<file path="config.mk">
export PLATFORM = sky130hd
export DESIGN_NAME = branch_cmp_serial
export DESIGN_NICKNAME = d
export VERILOG_FILES = /design/src/rtl/branch_cmp_serial.sv
export SDC_FILE = /design/constraint.sdc
export NUM_CORES = 1
export LEC_CHECK = 0
export CAP_MARGIN = 5
export CORE_ASPECT_RATIO = 0.7
export CORE_MARGIN = 2
export CORE_UTILIZATION = 46
export DETAILED_ROUTE_END_ITERATION = 8
export PLACE_DENSITY = 0.84
export SLEW_MARGIN = 20
export SYNTH_ARGS = -nofsm -noshare
export SYNTH_HDL_FRONTEND = slang
export SYNTH_SLANG_ARGS = --single-unit
export TNS_END_PERCENT = 1
</file>
<file path="constraint.sdc">
create_clock -name clk_i -period 2.85 [get_ports clk_i]
set_input_delay 0.57 -clock clk_i [delete_from_list [all_inputs] [get_ports clk_i]]
set_output_delay 0.57 -clock clk_i [all_outputs]
set_load 0.01 [all_outputs]
</file>
<file path="src/rtl/branch_cmp_serial.sv">
// Serial branch-resolution comparator: walks the operands one nibble per cycle,
// MSB nibble first, stopping at the first differing nibble.
module branch_cmp_serial #(
    parameter int WIDTH = 32
) (
    input  logic             clk_i,
    input  logic             rst_i,
    input  logic             flush_i,
    input  logic             req_valid_i,
    output logic             req_ready_o,
    input  logic [WIDTH-1:0] a_i,
    input  logic [WIDTH-1:0] b_i,
    input  logic [2:0]       funct3_i,
    output logic             rsp_valid_o,
    input  logic             rsp_ready_i,
    output logic             taken_o,
    output logic             equal_o,
    output logic             alarger_o,
    output logic             blarger_o,
    output logic             illegal_o
);

    localparam int NIB = WIDTH / 4;
    localparam int IW  = (NIB > 1) ? $clog2(NIB) : 1;
    localparam logic [IW-1:0]    IDX_TOP   = IW'(NIB - 1);
    localparam logic [WIDTH-1:0] SIGN_MASK = {1'b1, {(WIDTH-1){1'b0}}};

    typedef enum logic [1:0] {
        IDLE,
        CMP,
        DONE
    } state_t;

    state_t           state_reg, state_next;
    logic [WIDTH-1:0] a_reg, a_next;
    logic [WIDTH-1:0] b_reg, b_next;
    logic [2:0]       funct3_reg, funct3_next;
    logic [IW-1:0]    idx_reg, idx_next;
    logic             taken_reg, taken_next;
    logic             equal_reg, equal_next;
    logic             alarger_reg, alarger_next;
    logic             blarger_reg, blarger_next;
    logic             illegal_reg, illegal_next;

    logic [3:0] a_nib [NIB];
    logic [3:0] b_nib [NIB];
    logic [3:0] a_cur, b_cur;
    logic       nib_eq, nib_agt, nib_bgt;
    logic       signed_op;
    logic       taken_dec;

    generate
        for (genvar gi = 0; gi < NIB; gi++) begin : g_nib
            assign a_nib[gi] = a_reg[gi*4 +: 4];
            assign b_nib[gi] = b_reg[gi*4 +: 4];
        end
    endgenerate

    assign a_cur   = a_nib[idx_reg];
    assign b_cur   = b_nib[idx_reg];
    assign nib_eq  = (a_cur == b_cur);
    assign nib_agt = (a_cur > b_cur);
    assign nib_bgt = (a_cur < b_cur);

    // BLT/BGE: flipping the sign bit turns a signed compare into an unsigned one.
    assign signed_op = (funct3_i[2:1] == 2'b10);

    always_comb begin
        case (funct3_reg)
            3'b000:         taken_dec = nib_eq;
            3'b001:         taken_dec = !nib_eq;
            3'b100, 3'b110: taken_dec = nib_bgt;
            3'b101, 3'b111: taken_dec = nib_eq | nib_agt;
            default:        taken_dec = 1'b0;
        endcase
    end

    always_comb begin
        state_next   = state_reg;
        a_next       = a_reg;
        b_next       = b_reg;
        funct3_next  = funct3_reg;
        idx_next     = idx_reg;
        taken_next   = taken_reg;
        equal_next   = equal_reg;
        alarger_next = alarger_reg;
        blarger_next = blarger_reg;
        illegal_next = illegal_reg;
        case (state_reg)
            IDLE: begin
                if (!flush_i && req_valid_i) begin
                    a_next      = signed_op ? (a_i ^ SIGN_MASK) : a_i;
                    b_next      = signed_op ? (b_i ^ SIGN_MASK) : b_i;
                    funct3_next = funct3_i;
                    idx_next    = IDX_TOP;
                    state_next  = CMP;
                end
            end
            CMP: begin
                if (flush_i) begin
                    state_next = IDLE;
                end else if (!nib_eq || idx_reg == '0) begin
                    // Reaching nibble 0 with no difference means the operands are equal.
                    state_next   = DONE;
                    equal_next   = nib_eq;
                    alarger_next = nib_agt;
                    blarger_next = nib_bgt;
                    illegal_next = (funct3_reg[2:1] == 2'b01);
                    taken_next   = taken_dec;
                end else begin
                    idx_next = idx_reg - IW'(1);
                end
            end
            DONE: begin
                if (flush_i || rsp_ready_i) begin
                    state_next = IDLE;
                end
            end
            default: state_next = IDLE;
        endcase
    end

    always_ff @(posedge clk_i or posedge rst_i) begin
        if (rst_i) begin
            state_reg   <= IDLE;
            a_reg       <= '0;
            b_reg       <= '0;
            funct3_reg  <= '0;
            idx_reg     <= IDX_TOP;
            taken_reg   <= 1'b0;
            equal_reg   <= 1'b0;
            alarger_reg <= 1'b0;
            blarger_reg <= 1'b0;
            illegal_reg <= 1'b0;
        end else begin
            state_reg   <= state_next;
            a_reg       <= a_next;
            b_reg       <= b_next;
            funct3_reg  <= funct3_next;
            idx_reg     <= idx_next;
            taken_reg   <= taken_next;
            equal_reg   <= equal_next;
            alarger_reg <= alarger_next;
            blarger_reg <= blarger_next;
            illegal_reg <= illegal_next;
        end
    end

    assign req_ready_o = (state_reg == IDLE);
    assign rsp_valid_o = (state_reg == DONE);
    assign taken_o     = taken_reg;
    assign equal_o     = equal_reg;
    assign alarger_o   = alarger_reg;
    assign blarger_o   = blarger_reg;
    assign illegal_o   = illegal_reg;

endmodule

</file>
Yosys cells after proc, flatten, opt, wreduce, memory -nomap -nowiden
Cells that the tools add are included.
- $lt $le $gt $ge: 3
- mux-type cells: 18
- eq/ne operators: 15
- add/subtract/negate cells: 1
- reduce and logical (&&, ||, !) cells: 15
- bitwise operators: 5
- operator list (operator ; count):
    32-bit two-way mux ; 2
    4-bit binary-select mux with 3-bit select ; 2
    4-bit two-way mux ; 4
    3-bit equality test, second input constant ; 4
    3-bit two-way mux ; 3
    2-bit two-way mux ; 4
    3-bit logical NOT ; 2
    2-bit case mux with 3 select lines ; 1
    3-bit case mux with 2 select lines ; 1
    3-bit AND reduction ; 2
    2-bit by 1-bit equality test with 1-bit output, second input constant ; 2
    2-bit equality test, second input constant ; 2
    4-bit equality test ; 1
    4-bit >= comparator, second input constant ; 1
    4-bit > comparator ; 1
    4-bit < comparator ; 1
    2-bit by 1-bit inequality test with 1-bit output, second input constant ; 2
    2-bit inequality test, second input constant ; 2
    3-bit NOT with 4-bit output ; 1
    1-bit case mux with 4 select lines ; 1
    4-bit AND reduction ; 1
    2-bit OR reduction ; 2
    3-bit by 1-bit equality test with 1-bit output, second input constant ; 1
    3-bit inequality test, second input constant ; 1
    other kinds (9) ; 13
- logic and storage cells: 67
- bits in registers: 77
- bits of input ports: 72

Logic depth before layout (Yosys ltp)
Gate-level depths: netlist of the first run.
- depth in word-level cells: 10
- depth in mapped cells: 10
- gate-level depth less buffers: 8

Worst setup path after synthesis of the first run
Ideal clock, no wire load.
- kind: register to register
- start: register idx_reg[0]
- end: register taken_reg, in the netlist taken_o
- period minus slack after synthesis: 2717 ps
- arrival time: 2596 ps
- buffers on the path: 2
- cell stages (with the launch flop): 10
- setup slack: 133 ps
- required time: 2729 ps
- cell sequence: dfstp_2 buf_4 buf_4 mux4_2 mux2i_1 ha_1 and4_1 a21oi_1 o31ai_1 o22a_1
- word-level cells in the longest chain between the ends: 8
- elaborated cells between the ends (all ways): 16
- those cells by class: order compare (2); eq/ne (1); mux (7); bitwise (2); reduce/logical (4)
- ends and longest elaborated chain (item ; line ; RTL):
    start: declaration ; 38 ; logic [IW-1:0] idx_reg, idx_next;
    start signal: assignment ; 140 ; idx_reg <= idx_next;
    parallel branches: the longest is 8 deep, another holds 4-bit > comparator ; -- ;
    end signal: assignment ; 141 ; taken_reg <= taken_next;
    end: declaration ; 39 ; logic taken_reg, taken_next;
Parallel ways; which one is timed is not known. The select of a mux whose other input is x is not followed.
A chain may end at the register's enable or synchronous reset.

Worst setup path after layout of the first run
- start: register idx_reg[0]
- end: register idx_reg[2]
- word-level cells in the longest chain between the ends: 9
- elaborated cells between the ends (all ways): 17
- those cells by class: add/sub (1); eq/ne (2); mux (9); bitwise (1); reduce/logical (4)
- ends and longest elaborated chain (item ; line ; RTL):
    3-bit NOT with 4-bit output (implied by the code) ; 59, 60 ;
    4-bit binary-select mux with 3-bit select (on tied branches) ; 59, 60 ;
    4-bit two-way mux (on tied branches) (2 in series) ; 59, 60 ;
    4-bit equality test ; 61 ; assign nib_eq = (a_cur == b_cur);
    1-bit logical NOT ; 102 ; end else if (!nib_eq || idx_reg == '0) begin
    1-bit logical OR ; 102 ;
    2-bit inequality test (no source line) ; -- ;
    4-bit AND reduction (no source line) ; -- ;
Parallel ways exist; a longest one is shown, timed or not. The select of a mux whose other input is x is not followed.

==> results of run 1 <==
## cell families (layout without fill, tap and decap cells)
logic type | after synthesis | after routing
buffers and inverters | 17 | 111
and+or+nand+nor | 32 | 32
DFF | 77 | 77
adders and majority gates | 6 | 6
muxes | 89 | 89
AOI/OAI and AO/OA | 17 | 17
xor gates and xnor gates | 3 | 3
## worst min-delay path, stage by stage (launching register included)
cell and delay, ns:
dfrtp_1 0.35, nand2_1 0.05, nand2_1 0.05
## metal layers
metal  up-vias  global-route usage (%)  wire [um]
met5         -                       0          0
met4         0                    6.08         89
met3         9                    5.98        575
met2        78                    31.2       3710
met1      1189                    25.6       3280
li1       1072                       -          -
## power by group through the flow
| stage | registers, mW | clock network [mW] | logic [mW] |
|---|---|---|---|
| 3_5_place_dp | 1.68 | 0 | 1.38 |
| 2_1_floorplan | 1.59 | 0 | 0.953 |
| 6_report | 1.66 | 0.907 | 1.50 |
| 4_1_cts | 1.66 | 0.930 | 1.39 |
| 5_1_grt | 1.70 | 0.972 | 1.62 |
| 3_3_place_gp | 1.67 | 0 | 1.32 |
## what timing repair did
action                                  CTS  global route
hold buffers                              0             0
gates resized for setup                   0             9
buffers inserted                          1             2
pin swaps                                 2             4
endpoints found under the setup margin    1             7
## stage by stage
step / cells / utilization (%) / instance area (sq um)
2_1_floorplan: 241 / - / 3610
3_3_place_gp: 417 / 59.1 / 4570
3_5_place_dp: 417 / 59.1 / 4570
4_1_cts: 434 / 62.1 / 4810
5_1_grt: 436 / 62.9 / 4860
6_report: 436 / 62.9 / 4860
## Yosys cell counts (2+ instances only)
| master | number |
|---|---|
| a21oi_1 | 4 |
| a31oi_1 | 3 |
| buf_2 | 6 |
| buf_4 | 2 |
| buf_6 | 3 |
| clkbuf_1 | 2 |
| dfrtp_1 | 74 |
| dfstp_2 | 3 |
| ha_1 | 6 |
| inv_1 | 4 |
| mux2_2 | 63 |
| mux2_4 | 6 |
| mux2i_1 | 4 |
| mux4_2 | 16 |
| nand2_1 | 8 |
| nand2b_1 | 2 |
| nand3_1 | 3 |
| nor2_1 | 8 |
| nor2b_1 | 5 |
| o21a_1 | 3 |
| o31ai_1 | 2 |
| xnor2_1 | 3 |
## cell type report
type                            count  area (sq um)
Fill cell                         595          2870
Sequential cell                    77          1930
Multi-Input combinational cell    147          1630
Timing Repair Buffer               91           941
Clock buffer                       11           141
Tap cell                          101           126
Clock inverter                      5          82.6
Inverter                            4          16.3
## final timing paths
| kind | end | slack, ns | depth (start not counted) | start |
|---|---|---|---|---|
| worst max register to register | idx_reg[2] | 0.04 | 10 | idx_reg[0] |
| worst min register to register | illegal_o | 0.48 | 2 | illegal_o |
| worst max-delay path | idx_reg[2] | 0.04 | 10 | idx_reg[0] |
| worst min-delay path | illegal_o | 0.48 | 2 | illegal_o |
| max in group asynchronous | a_reg[23] | 1.67 | 3 | rst_i |
| min in group asynchronous | b_reg[30] | 0.53 | 2 | rst_i |
==> results.yml, run 1 <==
outcome:
  status: "completed"
cts:
  cts_sinks: 77
  cts_tree: "yes"
  clk_pin_slew_ns: 0.08
  clkLatencyLatePin_ns: 0.35
  clockRootBuffer: "clkbuf_8"
  cts.path.max_buffers: 2
  cts_buffers: 9
  h-tree-depth: 3
synth:
  synth_adder_area_share_pct: 2.08
  synth_top_area_share_pct: 51.2
  synth_edf_count: 0
  synthArstFlopShare_pct: 100
  yosysWarnings: 0
  synth.area.mux_share_pct: 33.2
  synthSimpleGateAreaFrac_pct: 4.64
  syn_nets: 319
  netlist_instances: 241
  synth_compound_area_share_pct: 3.15
  synth_cell_types: 33
  ys_ff_latch: 77
  postSynthAreaPerCell_sq_um: 15.0
  synth-xor-area-share_pct: 0.727
  yosys.area.top_type: "dfrtp_1"
  netlist_top_cells_area: "dfrtp_1, mux2_2, mux4_2"
  synth_ff_type: "dfrtp_1"
  synth_top_family_by_area: "multiplexers"
  syn_area_sq_um: 3610
  synth-seq-area-share_pct: 53.4
worst_setup_path:
  cp-end-kind: "flip-flop"
  path_cells: "buf_12 > mux4_2 > mux2_2 > ha_1 > and4_4 > a31oi_1 > nor3_2 > buf_4 > o31a_1 > o21a_1"
  critPathKind: "reg -> reg"
  crit_arrival_ns: 3.11
  crit_path_top_delay_cell: "dfstp_2"
  max_stage_delay_ns: 0.59
  path_delay_family: "multiplexers"
  required_ns: 3.14
  cp-start-kind: "flip-flop"
  cp_num_buf_inv: 2
  worstPathMaxFanout: 8
placement:
  gp_congestion: 0.875
  portBuffers: 78
  dp_slack_ns: 0.00796
  dp_hpwl_um: 5820
finish:
  final_net_count: 408
  antenna-diode-count: 0
  layout_common_cells: "clkdlybuf4s50_1, dfrtp_1, mux2_2"
  area_growth_pct: 34.5
  drive_gt1_share_pct: 37.3
  final_common_cell: "clkdlybuf4s50_1"
sta:
  fin_ws_ns: 0.0353
  tightest_slew_ns: 0.461
  fmax_ghz: 0.355
  setup_tns_ns: 0
  hold_viol: 0
  slew_viol_final: 0
  rsz0062_at_grt: "true"
  fin_crit_sh_pct: 98.8
  relSlewSlack_pct: 69.2
  period_needed_ns: 2.81
  fin_skew_ns: 0.00762
  timing.hold.ws_ns: 0.480
  setup_viol: 0
routing:
  drt_iter0_markers: 97
  drc: 0
  vias_per_cell: 5.39
  drtAntennaViolNets: 0
  num_vias: 2348
  routedWlPerCell_um: 17.6
  routed_wl_um: 7660
  first_pass_iters: 4
grt:
  grt_start_max_net_pins: 36
  grt_overflow: 0
  grt_pass1_vias: 2517
  grt_pass1_wl_um: 12600
  grt_antenna_before_repair: 0
  grt_use_total_pct: 19.5
pwr:
  p_int_mw: 2.90
  pwr-share-seq_pct: 40.8
  power_leakage_nw: 2.04
  p_total_mw: 4.06
  peakVddDrop_mv: 0.364
  clkPwrFrac_pct: 22.4
  swShare_pct: 28.7
  power.density_nw_per_um2: 835
  power.share.combinational_pct: 36.8
  power.switching_mw: 1.16
min_path:
  min_path_type: "reg -> reg"
flow_run:
  maxCapViolCount: 0
floorplanning:
  io_pins: 79
  start_util_pct: 46.7
  num_rows: 27
  die_h_um: 78.2
  die_area_sq_um: 8590
  core_region_area_sq_um: 7740
  die-width_um: 110
Power figures use the tool's default switching activity.
==> run 2, diff against run 1 <==
CORE_ASPECT_RATIO = unset   (was 0.7)
==> results.yml, run 2 (same netlist as run 1, synthesis figures left out) <==
outcome:
  status: "finished, violations left"
  violations: "setup timing"
finish:
  final_common_cell: "clkdlybuf4s50_1"
  antenna-diode-count: 0
  multi_input_area_sq_um: 1690
  drive_gt1_share_pct: 40.2
  area_growth_pct: 36.9
  regArea_sq_um: 1930
  nFillCells: 562
  final_core_util_pct: 64.4
  instances_no_fill: 440
  layout_common_cells: "clkdlybuf4s50_1, dfrtp_1, mux2_2"
  final_net_count: 411
sta:
  setup_viol: 1
  fin_skew_ns: 0.00793
  fin_ws_ns: -0.0137
  slew_viol_final: 0
  fin_crit_sh_pct: 100
  hold_viol: 0
  fmax_ghz: 0.349
  relSlewSlack_pct: 61.6
  period_needed_ns: 2.86
  tightest_slew_ns: 0.576
worst_setup_path:
  required_ns: 3.11
  cp-end-kind: "flip-flop"
  r2r_slack_ns: -0.01
  rr_worst_depth: 10
  cp-start-kind: "flip-flop"
  crit_arrival_ns: 3.13
  rr_startpoint: "idx_reg[0]"
  worstPathMaxFanout: 5
  critPathLaunch: "idx_reg[0]"
  r2r_end: "idx_reg[1]"
  critPathKind: "reg -> reg"
floorplanning:
  die_h_um: 92.6
  core_region_area_sq_um: 7690
  die_area_sq_um: 8580
  die-width_um: 92.6
  start_util_pct: 47.0
  io_pins: 79
  num_rows: 32
cts:
  cts.path.max_buffers: 2
  clockRootBuffer: "clkbuf_8"
  h-tree-depth: 3
  clkLatencyLatePin_ns: 0.34
  cts_sinks: 77
  ctsHoldBuffers: 0
  cts_buffers: 9
  clk_pin_slew_ns: 0.09
  cts_tree: "yes"
flow_run:
  maxCapViolCount: 0
routing:
  num_vias: 2319
  drtAntennaViolNets: 0
  drt_iter0_markers: 143
  wl_met1_um: 3350
  routedWlPerCell_um: 17.6
  first_pass_iters: 4
  met2WireLength_um: 3740
  drc: 0
  top_layer: "met4"
  dr_wl_met3_um: 468
  routed_wl_um: 7740
  vias_per_cell: 5.27
pwr:
  power_leakage_nw: 2.03
  power.density_nw_per_um2: 840
  p_total_mw: 4.16
  peakVddDrop_mv: 0.396
grt:
  grt_antenna_before_repair: 0
  grt_overflow: 0
  grt_pass1_vias: 2387
  grt_start_max_net_pins: 46
  grt_pass1_wl_um: 12000
  grt_use_total_pct: 17.9
min_path:
  min_from: "illegal_o"
  min_path_type: "reg -> reg"
  min_to: "illegal_o"
  hold_depth: 2
placement:
  gp_congestion: 0.785
  portBuffers: 78
  placed_cells_incl_taps: 417
  dp_hpwl_um: 5370
==> run 2: worst max-delay path by stage <==
stage	end	slack (ns)	cells past startpoint
2_1_floorplan	taken_o	0.13	9
3_3_place_gp	idx_reg[2]	0.09	9
3_5_place_dp	idx_reg[2]	-0.02	9
4_1_cts	idx_reg[1]	0.004	10
5_1_grt	idx_reg[1]	-0.07	10
6_report	idx_reg[1]	-0.01	10
==> run 2: repair_timing <==
action | 4_1_cts | 5_1_grt
gates resized for setup | 2 | 18
setup endpoints to repair | 1 | 6
hold endpoints to repair | 0 | 0
pin swaps | 1 | 2
setup buffers | 1 | 5
cloned | 0 | 1
==> run 2: through the flow <==
step	setup TNS [ns]	worst slack [ns]	hold WS, ns	instance area, sq um
after CTS	0	0.00357	0.491	4770
after detailed placement	-0.0172	-0.0172	0.472	4560
after global placement	0	0.0908	0.460	4560
final	-0.0137	-0.0137	0.482	4950
after floorplan	0	0.133	0.475	3610
after global routing	-0.105	-0.0673	0.523	4950
==> run 2: metal layers <==
layer  track usage (%)  vias up
met2              28.7       82
met4              5.51        0
met5                 0        -
met3              3.42       18
met1              25.1     1150
li1                  -     1069
==> run 2: worst max-delay path: stages (launching register included) <==
cell and delay, ns:
dfstp_2 0.60, clkbuf_16 0.17, mux4_2 0.48, mux2_4 0.29
ha_4 0.27, and4_4 0.27, a31oi_4 0.10, nor3_4 0.23
buf_6 0.15, nor2_1 0.04, a31oi_1 0.16
==> run 2: layout make-up <==
| class | instances | share of cell area, % |
|---|---|---|
| Clock inverter | 6 | 1.42 |
| Timing Repair Buffer | 94 | 19.7 |
| Inverter | 4 | 0.329 |
| Tap cell | 102 | 2.58 |
| Sequential cell | 77 | 39.0 |
| Clock buffer | 10 | 2.78 |
| Multi-Input combinational cell | 147 | 34.2 |
==> run 2: power breakdown <==
part           leakage, nW  switching [mW]  internal, mW
clock network       0.0955           0.421         0.435
registers            0.903           0.222          1.43
logic                 1.03           0.605          1.04
==> run 3, diff against run 2 <==
PLACE_DENSITY = 0.76   (was 0.84)
==> results.yml, run 3 (same netlist as run 1, synthesis figures left out) <==
pwr:
  p_total_mw: 4.04
  power.density_nw_per_um2: 832
  power_leakage_nw: 2.05
  peakVddDrop_mv: 0.440
grt:
  grt_use_total_pct: 18.9
  grt_overflow: 0
  met1_usage_pct: 24.3
  grt_pass1_vias: 2414
  grt_start_max_net_pins: 39
  gr-usage-met3_pct: 4.64
  grt_use_met2_pct: 31.3
  grt_antenna_before_repair: 0
  busiest_layer: "met2"
  grt_pass1_wl_um: 12400
floorplanning:
  core_region_area_sq_um: 7690
  num_rows: 32
  io_pins: 79
  start_util_pct: 47.0
  die_area_sq_um: 8580
  die_h_um: 92.6
  die-width_um: 92.6
flow_run:
  maxCapViolCount: 0
worst_setup_path:
  critPathKind: "reg -> reg"
  cp-start-kind: "flip-flop"
  crit_arrival_ns: 3.05
  worstPathMaxFanout: 7
  cp_num_buf_inv: 1
  required_ns: 3.09
  path_delay_family: "multiplexers"
  crit_path_top_delay_cell: "dfstp_2"
  path_cells: "buf_12 > mux4_2 > mux2_2 > ha_1 > nor2b_1 > o31ai_2 > nor2b_2 > a31oi_1 > o22a_1"
  cp-end-kind: "flip-flop"
  max_stage_delay_ns: 0.57
  r2r_slack_ns: 0.04
routing:
  first_pass_iters: 4
  vias_per_cell: 5.24
  routed_wl_um: 7460
  drt_iter0_markers: 98
  drtAntennaViolNets: 0
  num_vias: 2288
  drc: 0
  routedWlPerCell_um: 17.1
sta:
  rsz0062_at_grt: "true"
  setup_viol: 0
  fin_skew_ns: 0.00726
  hold_viol: 0
  slew_viol_final: 0
  setup_tns_ns: 0
  fin_crit_sh_pct: 98.6
  fin_ws_ns: 0.0412
  fmax_ghz: 0.356
  tightest_slew_ns: 0.610
  relSlewSlack_pct: 59.2
  period_needed_ns: 2.81
placement:
  dp_slack_ns: 0.0170
  portBuffers: 78
  placed_area_sq_um: 4570
  dp_hpwl_um: 5500
  gp_congestion: 0.785
finish:
  design_area_sq_um: 4850
  final_core_util_pct: 63.1
  antenna-diode-count: 0
  final_common_cell: "clkdlybuf4s50_1"
  area_growth_pct: 34.2
  layout_common_cells: "clkdlybuf4s50_1, dfrtp_1, mux2_2"
  final_net_count: 408
  drive_gt1_share_pct: 37.3
cts:
  clockRootBuffer: "clkbuf_8"
  cts_buffers: 9
  cts_tree: "yes"
  cts_sinks: 77
  cts.path.max_buffers: 2
  clk_pin_slew_ns: 0.08
  ctsHoldBuffers: 0
  h-tree-depth: 3
  clkLatencyLatePin_ns: 0.35
outcome:
  status: "completed"
min_path:
  min_path_type: "reg -> reg"
## run 3: final cells by class
type                    count  area, sq um
inverters                   4         15.0
repair buffers             91          932
fillers                   595         2840
flip-flops and latches     77         1930
multi-input cells         147         1610
well taps                 102          128
clock buffers              10          138
clock inverters             6         93.8
## run 3: power breakdown
part / switching [mW] / leakage (nW) / internal [mW]
Clock: 0.421 / 0.119 / 0.526
Combinational: 0.527 / 1.02 / 0.916
Sequential: 0.212 / 0.903 / 1.43
Total: 1.16 / 2.05 / 2.88
## run 3: tightest hold or removal path: stages, from the launching register on
cell and delay (ns):
dfrtp_1 0.35, nand2_1 0.05, nand2_1 0.05
## run 3: metal layers
metal / up-vias / share of wire, % / wire length [um]
met5: - / 0 / 0
met4: 0 / 2.5 / 186
met3: 16 / 3.9 / 294
met2: 61 / 50 / 3750
met1: 1149 / 43 / 3230
li1: 1062 / - / -
## run 3: final timing paths
path	depth (start not counted)	start	end
min in group asynchronous	2	rst_i	a_reg[22]
worst min register to register	2	illegal_o	illegal_o
max in group asynchronous	3	rst_i	idx_reg[1]
worst min-delay path	2	illegal_o	illegal_o
worst max-delay path	9	idx_reg[0]	taken_o
worst max register to register	9	idx_reg[0]	taken_o
## run 3: metrics by stage
| step | cells | hold WS, ns |
|---|---|---|
| finish | 437 | 0.476 |
| global route | 437 | 0.526 |
| CTS | 437 | 0.485 |
| detailed placement | 419 | 0.469 |
| global placement | 419 | 0.465 |
| floorplan | 241 | 0.475 |
## run 3: timing repair
item / CTS / global route
buffers inserted: 2 / 0
setup endpoints to repair: 1 / 8
resized for setup: 1 / 7
pin swaps: 1 / 1
